===== src/rtl/cpu_pkg.sv =====
// Shared definitions for the RAM bus arbiter: bus width defaults, owner codes
// and the arbiter state encoding.
package cpu_pkg;
    localparam int ADDR_W_DEF = 8;
    localparam int DATA_W_DEF = 8;

    localparam logic [1:0] OWN_LD   = 2'd0;
    localparam logic [1:0] OWN_CPU  = 2'd1;
    localparam logic [1:0] OWN_MON  = 2'd2;
    localparam logic [1:0] OWN_NONE = 2'd3;

    typedef enum logic [1:0] {
        ST_IDLE  = 2'd0,
        ST_GRANT = 2'd1,
        ST_TURN  = 2'd2
    } state_t;
endpackage


===== src/rtl/arb_timer.sv =====
// Grant-length counter: cleared on grant entry, counts GRANT cycles (saturating),
// and flags expiry on the edge that would complete the TIMEOUT-th grant cycle.
module arb_timer #(
    parameter int TIMEOUT = 255
) (
    input  logic step_clk,
    input  logic reset,
    input  logic start,
    input  logic run,
    output logic expire
);
    logic [7:0] count_reg;

    always_ff @(posedge step_clk or negedge reset) begin
        if (!reset) begin
            count_reg <= 8'd0;
        end else if (start) begin
            count_reg <= 8'd0;
        end else if (run && count_reg != 8'hFF) begin
            count_reg <= count_reg + 8'd1;
        end
    end

    // count_reg holds completed GRANT cycles, so +1 includes the one ending now
    assign expire = run && (({1'b0, count_reg} + 9'd1) >= 9'(TIMEOUT));
endmodule


===== src/rtl/ram_bus_arbiter.sv =====
// Three-way RAM bus arbiter: loader has absolute priority, CPU and monitor share
// round-robin; grants are timed out, and a timed-out requester is masked until it drops.
module ram_bus_arbiter
    import cpu_pkg::*;
#(
    parameter int ADDR_W  = ADDR_W_DEF,
    parameter int DATA_W  = DATA_W_DEF,
    parameter int TIMEOUT = 255
) (
    input  logic              step_clk,
    input  logic              reset,
    input  logic [2:0]        req,
    input  logic [ADDR_W-1:0] ld_addr,
    input  logic [ADDR_W-1:0] cpu_addr,
    input  logic [ADDR_W-1:0] mon_addr,
    input  logic [DATA_W-1:0] ld_data,
    input  logic [DATA_W-1:0] cpu_data,
    input  logic [DATA_W-1:0] mon_data,
    input  logic              ld_set_addr,
    input  logic              cpu_set_addr,
    input  logic              mon_set_addr,
    input  logic              ld_set_ram,
    input  logic              cpu_set_ram,
    input  logic              mon_set_ram,
    output logic [2:0]        gnt,
    output logic [1:0]        owner,
    output logic [ADDR_W-1:0] ram_addr,
    output logic [DATA_W-1:0] ram_data,
    output logic              ram_set_addr,
    output logic              ram_set_ram,
    output logic              busy,
    output logic              timeout_err
);
    state_t     state_reg, state_next;
    logic [2:0] gnt_reg, gnt_next;
    logic [1:0] owner_reg, owner_next;
    logic       busy_reg, busy_next;
    logic       err_reg, err_next;
    logic [2:0] mask_reg, mask_next;
    logic       ptr_reg, ptr_next;   // 0: CPU wins a tie, 1: monitor wins
    logic       start;
    logic       expire;
    logic [2:0] eligible;

    assign eligible = req & ~mask_reg;

    arb_timer #(.TIMEOUT(TIMEOUT)) u_timer (
        .step_clk (step_clk),
        .reset    (reset),
        .start    (start),
        .run      (state_reg == ST_GRANT),
        .expire   (expire)
    );

    always_ff @(posedge step_clk or negedge reset) begin
        if (!reset) begin
            state_reg <= ST_IDLE;
            gnt_reg   <= 3'b000;
            owner_reg <= OWN_NONE;
            busy_reg  <= 1'b0;
            err_reg   <= 1'b0;
            mask_reg  <= 3'b000;
            ptr_reg   <= 1'b0;
        end else begin
            state_reg <= state_next;
            gnt_reg   <= gnt_next;
            owner_reg <= owner_next;
            busy_reg  <= busy_next;
            err_reg   <= err_next;
            mask_reg  <= mask_next;
            ptr_reg   <= ptr_next;
        end
    end

    always_comb begin
        state_next = state_reg;
        gnt_next   = gnt_reg;
        owner_next = owner_reg;
        err_next   = err_reg;
        ptr_next   = ptr_reg;
        start      = 1'b0;
        // a masked requester is released as soon as its req is seen low
        mask_next  = mask_reg & req;
        case (state_reg)
            ST_IDLE: begin
                if (eligible != 3'b000) begin
                    state_next = ST_GRANT;
                    start      = 1'b1;
                    if (eligible[0]) begin
                        gnt_next   = 3'b001;
                        owner_next = OWN_LD;
                    end else if (eligible[1] && (!eligible[2] || !ptr_reg)) begin
                        gnt_next   = 3'b010;
                        owner_next = OWN_CPU;
                        ptr_next   = 1'b1;
                    end else begin
                        gnt_next   = 3'b100;
                        owner_next = OWN_MON;
                        ptr_next   = 1'b0;
                    end
                end
            end
            ST_GRANT: begin
                if ((req & gnt_reg) == 3'b000) begin
                    state_next = ST_TURN;
                    gnt_next   = 3'b000;
                    owner_next = OWN_NONE;
                end else if (expire) begin
                    state_next = ST_TURN;
                    gnt_next   = 3'b000;
                    owner_next = OWN_NONE;
                    err_next   = 1'b1;
                    mask_next  = (mask_reg & req) | gnt_reg;
                end
            end
            ST_TURN: state_next = ST_IDLE;
            default: begin
                state_next = ST_IDLE;
                gnt_next   = 3'b000;
                owner_next = OWN_NONE;
            end
        endcase
        busy_next = (state_next != ST_IDLE);
    end

    always_comb begin
        ram_addr     = '0;
        ram_data     = '0;
        ram_set_addr = 1'b0;
        ram_set_ram  = 1'b0;
        if (state_reg == ST_GRANT) begin
            case (owner_reg)
                OWN_LD: begin
                    ram_addr = ld_addr;  ram_data = ld_data;
                    ram_set_addr = ld_set_addr;  ram_set_ram = ld_set_ram;
                end
                OWN_CPU: begin
                    ram_addr = cpu_addr;  ram_data = cpu_data;
                    ram_set_addr = cpu_set_addr;  ram_set_ram = cpu_set_ram;
                end
                OWN_MON: begin
                    ram_addr = mon_addr;  ram_data = mon_data;
                    ram_set_addr = mon_set_addr;  ram_set_ram = mon_set_ram;
                end
                default: ;
            endcase
        end
    end

    assign gnt         = gnt_reg;
    assign owner       = owner_reg;
    assign busy        = busy_reg;
    assign timeout_err = err_reg;
endmodule


===== config.mk =====
export PLATFORM = sky130hd
export DESIGN_NAME = ram_bus_arbiter
export DESIGN_NICKNAME = d
export VERILOG_FILES = /design/src/rtl/cpu_pkg.sv /design/src/rtl/arb_timer.sv /design/src/rtl/ram_bus_arbiter.sv
export SDC_FILE = /design/constraint.sdc
export NUM_CORES = 1
export LEC_CHECK = 0
export BUFFER_PORTS_ARGS = -buffer_cell sky130_fd_sc_hd__buf_4
export CORE_MARGIN = 2
export CORE_UTILIZATION = 42
export CTS_BUF_LIST = sky130_fd_sc_hd__clkbuf_4
export DETAILED_ROUTE_END_ITERATION = 6
export GPL_TIMING_DRIVEN = 0
export PLACE_DENSITY = 0.79
export SYNTH_ARGS = -nofsm -noshare
export SYNTH_HDL_FRONTEND = slang
export SYNTH_SLANG_ARGS = --single-unit

===== constraint.sdc =====
create_clock -name step_clk -period 2.19 [get_ports step_clk]
set_clock_uncertainty 0.15 [all_clocks]
set_input_delay 0.438 -clock step_clk [delete_from_list [all_inputs] [get_ports step_clk]]
set_output_delay 0.438 -clock step_clk [all_outputs]
set_load 0.005 [all_outputs]

==> flow_summary.toml, run 1 <==
[cts]
clockBufferDepth = 2
cts_sinks = 21
cts_tree = "yes"
cts_made_buffers = 3
htreeDepth = 1
clk_pin_slew_worst_paths_ns = 0.13
clk_latency_ns = 0.32
cts_root_buf = "clkbuf_4"

[timing]
period_share = 1.05
max_slew_margin = 0.528
fin_setup_tns_ns = -1.23
layout_min_cycle_time_ns = 2.30
setup_ws_ns = -0.115
worst_pin_slew_ns = 0.708
rsz0062_at_grt = "true"
setup_viol = 19
hold_slack_ns = 0.199
final_max_slew_viol_count = 0
fmax_mhz = 434
hold_violations = 0

[cells_and_area]
syn_to_final_growth_pct = 60.3
antenna_cells = 0
largest_reg_flops = 8
n_fill_cell = 299
nNetsFinal = 347
drive_gt1_frac = 0.460
multiInputGateArea_um2 = 1020
register_area_um2 = 531
design_area_um2 = 2500

[drt]
drt_iter0_markers = 115
num_vias = 1750
postRouteAntennaNets = 0
drtPass1Iterations = 4
wl_per_cell_um = 13.4
via_per_inst = 5.26
drc = 0
routed_wl_mm = 4.46

[logic_synthesis]
postSynthAreaPerCell_um2 = 8.34
synth_most_common_cell = "nor2_1"
syn_area_um2 = 1560
ys_seq_elements = 21
ys_top_cells_by_area = "dfrtp_1 (30%), mux2i_1 (12%), nor2_1 (11%)"
yosysTopAreaCell = "dfrtp_1"
synth.net_count = 248
synthFlopType = "dfrtp_1"
syn_inst = 187
ys_top_cells_by_count = "nor2_1 (44), a21oi_1 (20), dfrtp_1 (19), mux2i_1 (19), o21ai_0 (13)"
yosysUniqueCellTypes = 46
synth-edff-count = 0
synthDominantCellAreaShare = 0.305
yosys_warnings = 0
yosysSeqAreaShare = 0.338
synthArstFlopShare = 1.00

[floorplan]
num_rows = 22
start_util = 0.433
fp.dieW_um = 65.0
die_h_um = 65.0
core_um2 = 3610
ios = 84
die-area_um2 = 4220

[worst_setup_path]
startpoint = "owner[1]"
r2r_slack_ns = 0
ff2ff_path_depth = 6
crit_path_start_kind = "flop"
rr_startpoint = "u_timer.count_reg[0]"
crit_path_end_kind = "output pin"
crit_path_end = "ram_addr[6]"
path_max_fanout = 5
path_class = "reg2out"
cp.required_ns = 1.60
crit_arrival_ns = 1.72
rr_endpoint = "gnt[2]"

[placement]
hpwl_mm = 3.12
place_congestion = 0.770
place_area_um2 = 2240
port-buffer-count = 83

[pwr]
p_per_area_nw_per_um2 = 1010
vdd_ir_drop_max_v = 0.000704
leakagePower_nw = 1.26
total_power_mw = 2.53

[grt]
overflow = 0
grt_antenna_before_repair = 0
grt_usage = 0.209
grt_max_degree = 22
grt_pass1_vias = 1607
grt_pass1_wl_mm = 7.02

[job]
cap_violations = 0

[outcome]
outcome = "complete, but fails checks"
violations = "negative setup slack"

[hold_path]
hp-class = "in2reg"
-- what timing repair did --
item | 4_1_cts | 5_1_grt
setup buffers | 5 | 5
endpoints found under the setup margin | 20 | 26
gates cloned | 1 | 0
pin swaps | 6 | 15
endpoints found under the hold margin | 19 | 0
resized for setup | 20 | 16
hold buffers | 1 | 0
-- critical path: stages, from the launching register on --
cell     delay, ns
dfstp_2       0.58
buf_12        0.13
buf_12        0.11
mux2i_1       0.19
nor2_1        0.05
a21oi_1       0.13
nor2_1        0.07
buf_4         0.14
-- worst min-delay path by stage --
stage	from	endpoint	slack (ns)	depth (start not counted)
final	req[0]	mask_reg[0]	0.20	2
after detailed placement	reset	mask_reg[2]	0.19	1
after floorplan	reset	busy	-0.008	0
after global routing	req[0]	mask_reg[0]	0.18	2
after global placement	reset	mask_reg[2]	0.19	1
after CTS	req[0]	mask_reg[0]	0.19	2
-- layout by cell type, fill, tap and decap left out, types with 3 or more instances in the layout --
master    synthesis  final
buf_4             1     94
nor2_1           44     44
a21oi_1          20     19
mux2i_1          19     18
dfrtp_1          19     17
o21ai_0          13     13
nand2_1           8      8
clkbuf_4          0      6
inv_1             5      4
nor2b_1           3      3
and2b_2           3      3
a22o_1            3      3
-- metrics by stage --
| step | setup slack (ns) | utilization | std cells |
|---|---|---|---|
| 4_1_cts | -0.110 | 0.665 | 328 |
| 3_5_place_dp | -0.200 | 0.622 | 318 |
| 5_1_grt | -0.205 | 0.694 | 333 |
| 6_report | -0.115 | 0.694 | 333 |
| 2_1_floorplan | 0.0651 | - | 187 |
| 3_3_place_gp | -0.160 | 0.622 | 318 |
-- layout make-up --
type | instances | share of cell area
timing repair buffer | 95 | 0.299
clock buffer | 3 | 0.00900
inverter | 5 | 0.00750
buffer | 9 | 0.0400
clock inverter | 1 | 0.00200
sequential | 21 | 0.212
multi-input combinational | 151 | 0.407
tap | 48 | 0.0240
-- power by group --
part	switching [mW]	internal [mW]	total (mW)
Sequential	0.105	0.493	0.598
Clock	0.124	0.0684	0.193
Combinational	0.779	0.962	1.74
Total	1.01	1.52	2.53
-- cells by family after synthesis --
group	count (synthesis)	synth area share
and+or+nand+nor	76	0.238
AOI/OAI and AO/OA	50	0.212
muxes	22	0.148
DFF	21	0.338
buffers and inverters	15	0.0417
adders and majority gates	2	0.0160
xor gates and xnor gates	1	0.00561
-- routing by layer --
layer  wire (um)  global-route usage  part of all wire
met4          36              0.0585            0.0081
met1        1830               0.249              0.41
met2        2310               0.381              0.52
met5           0                   0                 0
met3         276              0.0399             0.062
Power figures use the tool's default switching activity.
==> run 2: changes to the inputs <==
Settings changed: ABC_AREA from default to 1, CORE_UTILIZATION 42 to 43.
==> flow_summary.toml, run 2 <==
[grt]
grt_usage = 0.217
overflow = 0
grt_max_degree = 22
grt_pass1_vias = 1819
grt_antenna_before_repair = 0
grt_pass1_wl_mm = 7.42

[cells_and_area]
layout_commonest_cell = "nand2_1"
multiInputGateArea_um2 = 1130
most-common-layout-cells = "nand2_1 (89), buf_4 (82), inv_1 (27)"
nNetsFinal = 420
largest_reg_flops = 8
n_fill_cell = 265
drive_gt1_frac = 0.522
design_area_um2 = 2760
register_area_um2 = 529
syn_to_final_growth_pct = 68.3
antenna_cells = 0
instances_no_fill = 406

[hold_path]
hp-class = "in2reg"
hp-start = "req[0]"
hold_depth = 3
holdPathEnd = "mask_reg[0]"

[cts]
cts_tree = "yes"
cts_made_buffers = 3
clk_latency_ns = 0.30
cts_sinks = 21
cts_root_buf = "clkbuf_4"
htreeDepth = 1
clockBufferDepth = 2
clk_pin_slew_worst_paths_ns = 0.11

[pwr]
seqPwrFrac = 0.213
p_per_area_nw_per_um2 = 1030
p_int_mw = 1.55
switching_share = 0.454
p_comb_frac = 0.718
p_switching_mw = 1.29
clkPwrFrac = 0.069
leakagePower_nw = 1.59
vdd_ir_drop_max_v = 0.000607

[logic_synthesis]
ys_top_cells_by_area = "dfrtp_1 (29%), nand2_1 (26%), nand3_1 (7.9%)"
ys_seq_elements = 21
synthFlopType = "dfrtp_1"
syn_inst = 258
yosysTopAreaCell = "dfrtp_1"
synthDominantCellAreaShare = 0.290
synth_most_common_cell = "nand2_1"
synthArstFlopShare = 1.00
yosysUniqueCellTypes = 28
syn_area_um2 = 1640
yosys_warnings = 0
postSynthAreaPerCell_um2 = 6.35
synth-edff-count = 0
synth.net_count = 319
ys_top_cells_by_count = "nand2_1 (113), inv_1 (33), nand3_1 (26)"
yosysSeqAreaShare = 0.322

[drt]
postRouteAntennaNets = 0
drtPass1Iterations = 4
drc = 0
num_vias = 1979
routed_wl_mm = 5.39
wl_per_cell_um = 13.3
via_per_inst = 4.87
drt_iter0_markers = 76

[outcome]
violations = "negative setup slack"
outcome = "complete, but fails checks"

[worst_setup_path]
crit_arrival_ns = 1.62
crit_path_end_kind = "output pin"
path_max_fanout = 6
r2r_slack_ns = 0.26
rr_startpoint = "u_timer.count_reg[0]"
crit_top_cell = "nand2_2"
slowest_delay_ns = 0.55
cp.required_ns = 1.60
critPathSlowestCell = "dfstp_2"
ff2ff_path_depth = 12
path_class = "reg2out"
worstPathCellList = "inv_2 -> nand2_2 -> clkinv_4 -> clkbuf_16 -> nand2_2 -> nand3_2 -> nand2_1 -> inv_1 -> buf_4"
crit_path_start_kind = "flop"
rr_endpoint = "gnt[0]"

[floorplan]
ios = 84
start_util = 0.448
fp.dieW_um = 65.7
die_h_um = 65.7
die-area_um2 = 4320
core_um2 = 3660
num_rows = 22

[placement]
placedCellCount = 389
place_area_um2 = 2320
port-buffer-count = 83
place_congestion = 0.835
hpwl_mm = 3.60

[timing]
fmax_mhz = 453
rsz0062_at_grt = "true"
fin_setup_tns_ns = -0.0226
setup_viol = 3
worst_pin_slew_ns = 0.318
hold_violations = 0
final_max_slew_viol_count = 0
setup_ws_ns = -0.0179
max_slew_margin = 0.787
hold_slack_ns = 0.200
period_share = 1.01
layout_min_cycle_time_ns = 2.21

[job]
cap_violations = 0
==> run 2: how the worst max path moves through the flow <==
stage,slack [ns],to,start
floorplan,0.35,ram_data[1],owner[0]
global placement,-0.01,ram_addr[1],owner[0]
detailed placement,-0.03,ram_addr[1],owner[0]
CTS,-0.01,ram_addr[1],owner[0]
global route,-0.09,ram_data[6],owner[0]
finish,-0.02,ram_data[4],owner[0]
==> run 2: critical path, delay by kind of cell, from the launching register on <==
| kind | cells | cell delay [ns] |
|---|---|---|
| simple gates | 4 | 0.27 |
| buf+inv | 5 | 0.49 |
| flops | 1 | 0.55 |
==> run 2: logic make-up after synthesis <==
family                   Yosys count  share of synthesized area
buffers and inverters             46                      0.108
flip-flops                        21                      0.322
adder cells (fa/ha/maj)            2                     0.0153
AO/OA/AOI/OAI                     19                     0.0779
AND/OR/NAND/NOR                  170                      0.476
==> run 2: routing by layer <==
| layer | wire, um | GRT usage |
|---|---|---|
| met5 | 0 | 0 |
| met4 | 94 | 0.0703 |
| met3 | 452 | 0.0445 |
| met2 | 2740 | 0.413 |
| met1 | 2100 | 0.235 |
==> run 2: cell type report <==
class,count,share of cell area
Clock buffer,4,0.0109
Sequential cell,21,0.192
Buffer,5,0.0218
Timing Repair Buffer,96,0.288
Tap cell,48,0.0218
Multi-Input combinational cell,191,0.408
Inverter,41,0.0576
==> run 2: power by group through the flow <==
| stage | logic [mW] | registers [mW] | clock network [mW] |
|---|---|---|---|
| 4_1_cts | 1.61 | 0.608 | 0.204 |
| 6_report | 2.04 | 0.605 | 0.198 |
| 3_3_place_gp | 1.38 | 0.607 | 0 |
| 5_1_grt | 2.24 | 0.617 | 0.215 |
| 2_1_floorplan | 0.854 | 0.593 | 0 |
| 3_5_place_dp | 1.40 | 0.610 | 0 |
==> run 2: per-stage QoR <==
stage	total power, mW	setup WS, ns	util
floorplan	1.45	0.352	-
global placement	1.98	-0.0110	0.634
detailed placement	2.01	-0.0268	0.634
CTS	2.42	-0.0129	0.675
global route	3.07	-0.0902	0.754
finish	2.85	-0.0179	0.754
==> run 2: timing repair <==
item | CTS | global route
resized for setup | 15 | 69
hold buffers | 1 | 0
buffers inserted | 7 | 3
pin swaps | 2 | 6
gates cloned | 0 | 2
endpoints found under the hold margin | 19 | 0
endpoints found under the setup margin | 18 | 18
==> run 3: changes to the inputs <==
Settings changed: CTS_CLUSTER_DIAMETER from default to 120.
Clock period 2.19 ns to 1.9 ns, I/O delays scaled along.
==> flow_summary.toml, run 3 (same netlist as run 2, synthesis figures left out) <==
[grt]
grt_pass1_wl_mm = 8.09
grt_antenna_before_repair = 0
overflow = 0
grt_usage = 0.238
grt_pass1_vias = 1960
grt_max_degree = 22

[worst_setup_path]
path_max_fanout = 6
path_class = "reg2out"
crit_arrival_ns = 1.59
crit_path_end_kind = "output pin"
slowest_delay_ns = 0.56
crit_top_cell = "nand2_2"
worstPathCellList = "inv_2 -> nand2_2 -> clkinv_4 -> clkbuf_16 -> nand2_2 -> nand3_2 -> nand2_2 -> inv_2 -> buf_4"
critPathSlowestCell = "dfstp_2"
critPathTopFamily = "flip-flops"
crit_path_start_kind = "flop"
cp.required_ns = 1.37
crit_buf_inv = 5

[timing]
max_slew_margin = 0.785
setup_viol = 18
layout_min_cycle_time_ns = 2.12
period_share = 1.12
final_max_slew_viol_count = 0
rsz0062_at_grt = "true"
setup_ws_ns = -0.222
hold_slack_ns = 0.141
worst_pin_slew_ns = 0.322
fmax_mhz = 471
hold_violations = 0

[cells_and_area]
utilization = 0.756
multiInputGateArea_um2 = 1110
syn_to_final_growth_pct = 68.8
register_area_um2 = 532
antenna_cells = 0
most-common-layout-cells = "nand2_1 (94), buf_4 (92), inv_1 (30)"
largest_reg_flops = 8
layout_commonest_cell = "nand2_1"
drive_gt1_frac = 0.515
nNetsFinal = 425
n_fill_cell = 285

[drt]
wl_per_cell_um = 13.5
drt_iter0_markers = 103
postRouteAntennaNets = 0
via_per_inst = 4.94
drc = 0
num_vias = 2031
drtPass1Iterations = 4
routed_wl_mm = 5.53

[floorplan]
ios = 84
fp.dieW_um = 65.7
core_um2 = 3660
num_rows = 22
start_util = 0.448
die_h_um = 65.7
die-area_um2 = 4320

[hold_path]
hp-class = "in2reg"

[placement]
hpwl_mm = 3.60
place_congestion = 0.835
port-buffer-count = 83

[pwr]
leakagePower_nw = 1.56
vdd_ir_drop_max_v = 0.000643
p_per_area_nw_per_um2 = 1190

[cts]
cts_root_buf = "clkbuf_4"
cts_tree = "yes"
clk_pin_slew_worst_paths_ns = 0.11
clk_latency_ns = 0.30
cts_made_buffers = 3
htreeDepth = 1
clockBufferDepth = 2
cts_sinks = 21

[job]
cap_violations = 0

[outcome]
violations = "negative setup slack"
outcome = "complete, but fails checks"
run 3: timing repair:
| action | 4_1_cts | 5_1_grt |
|---|---|---|
| endpoints found under the hold margin | 19 | 0 |
| gates resized for setup | 47 | 27 |
| setup buffers | 8 | 7 |
| endpoints found under the setup margin | 25 | 32 |
| cloned | 2 | 0 |
| pin swaps | 7 | 10 |
| hold buffers | 1 | 0 |
run 3: tightest hold or removal path, stage by stage:
cell,delay (ns)
buf_4,0.09
nand2_1,0.05
o21ai_2,0.05
run 3: per-layer routing:
layer,global-route usage,routed length [um]
met1,0.256,2130
met2,0.452,2810
met3,0.0514,471
met4,0.0807,114
met5,0,0
run 3: where the power goes:
group / internal (mW) / switching (mW) / leakage (nW)
clock: 0.0961 / 0.130 / 0.0184
combinational: 1.14 / 1.23 / 1.28
sequential: 0.578 / 0.136 / 0.265
run 3: path summary, 6_finish.rpt:
check,startpoint,slack [ns],cells after the start,endpoint
setup / recovery,owner[0],-0.22,9,ram_addr[5]
hold / removal,req[0],0.14,3,mask_reg[0]
hold reg to reg,timeout_err,0.33,2,timeout_err
max in group asynchronous,reset,0.99,2,owner[0]
min in group asynchronous,reset,0.33,2,u_timer.count_reg[1]
setup reg to reg,u_timer.count_reg[0],0.04,12,gnt[0]
run 3: stage by stage:
| step | setup TNS [ns] | setup WS [ns] | instance area (um^2) | total power [mW] | cells |
|---|---|---|---|---|---|
| after global placement | -3.45 | -0.243 | 2320 | 2.29 | 389 |
| after detailed placement | -3.60 | -0.259 | 2320 | 2.32 | 389 |
| final | -3.55 | -0.222 | 2770 | 3.30 | 411 |
| after CTS | -3.33 | -0.196 | 2630 | 3.03 | 404 |
| after floorplan | 0 | 0.120 | 1640 | 1.67 | 258 |
| after global routing | -5.13 | -0.298 | 2770 | 3.56 | 411 |
run 3: layout make-up:
type                       instances  area share
multi-input combinational        191       0.402
buffer                             5      0.0253
sequential                        21       0.192
timing repair buffer             101       0.290
inverter                          41      0.0583
clock buffer                       4      0.0109
tap                               48      0.0217
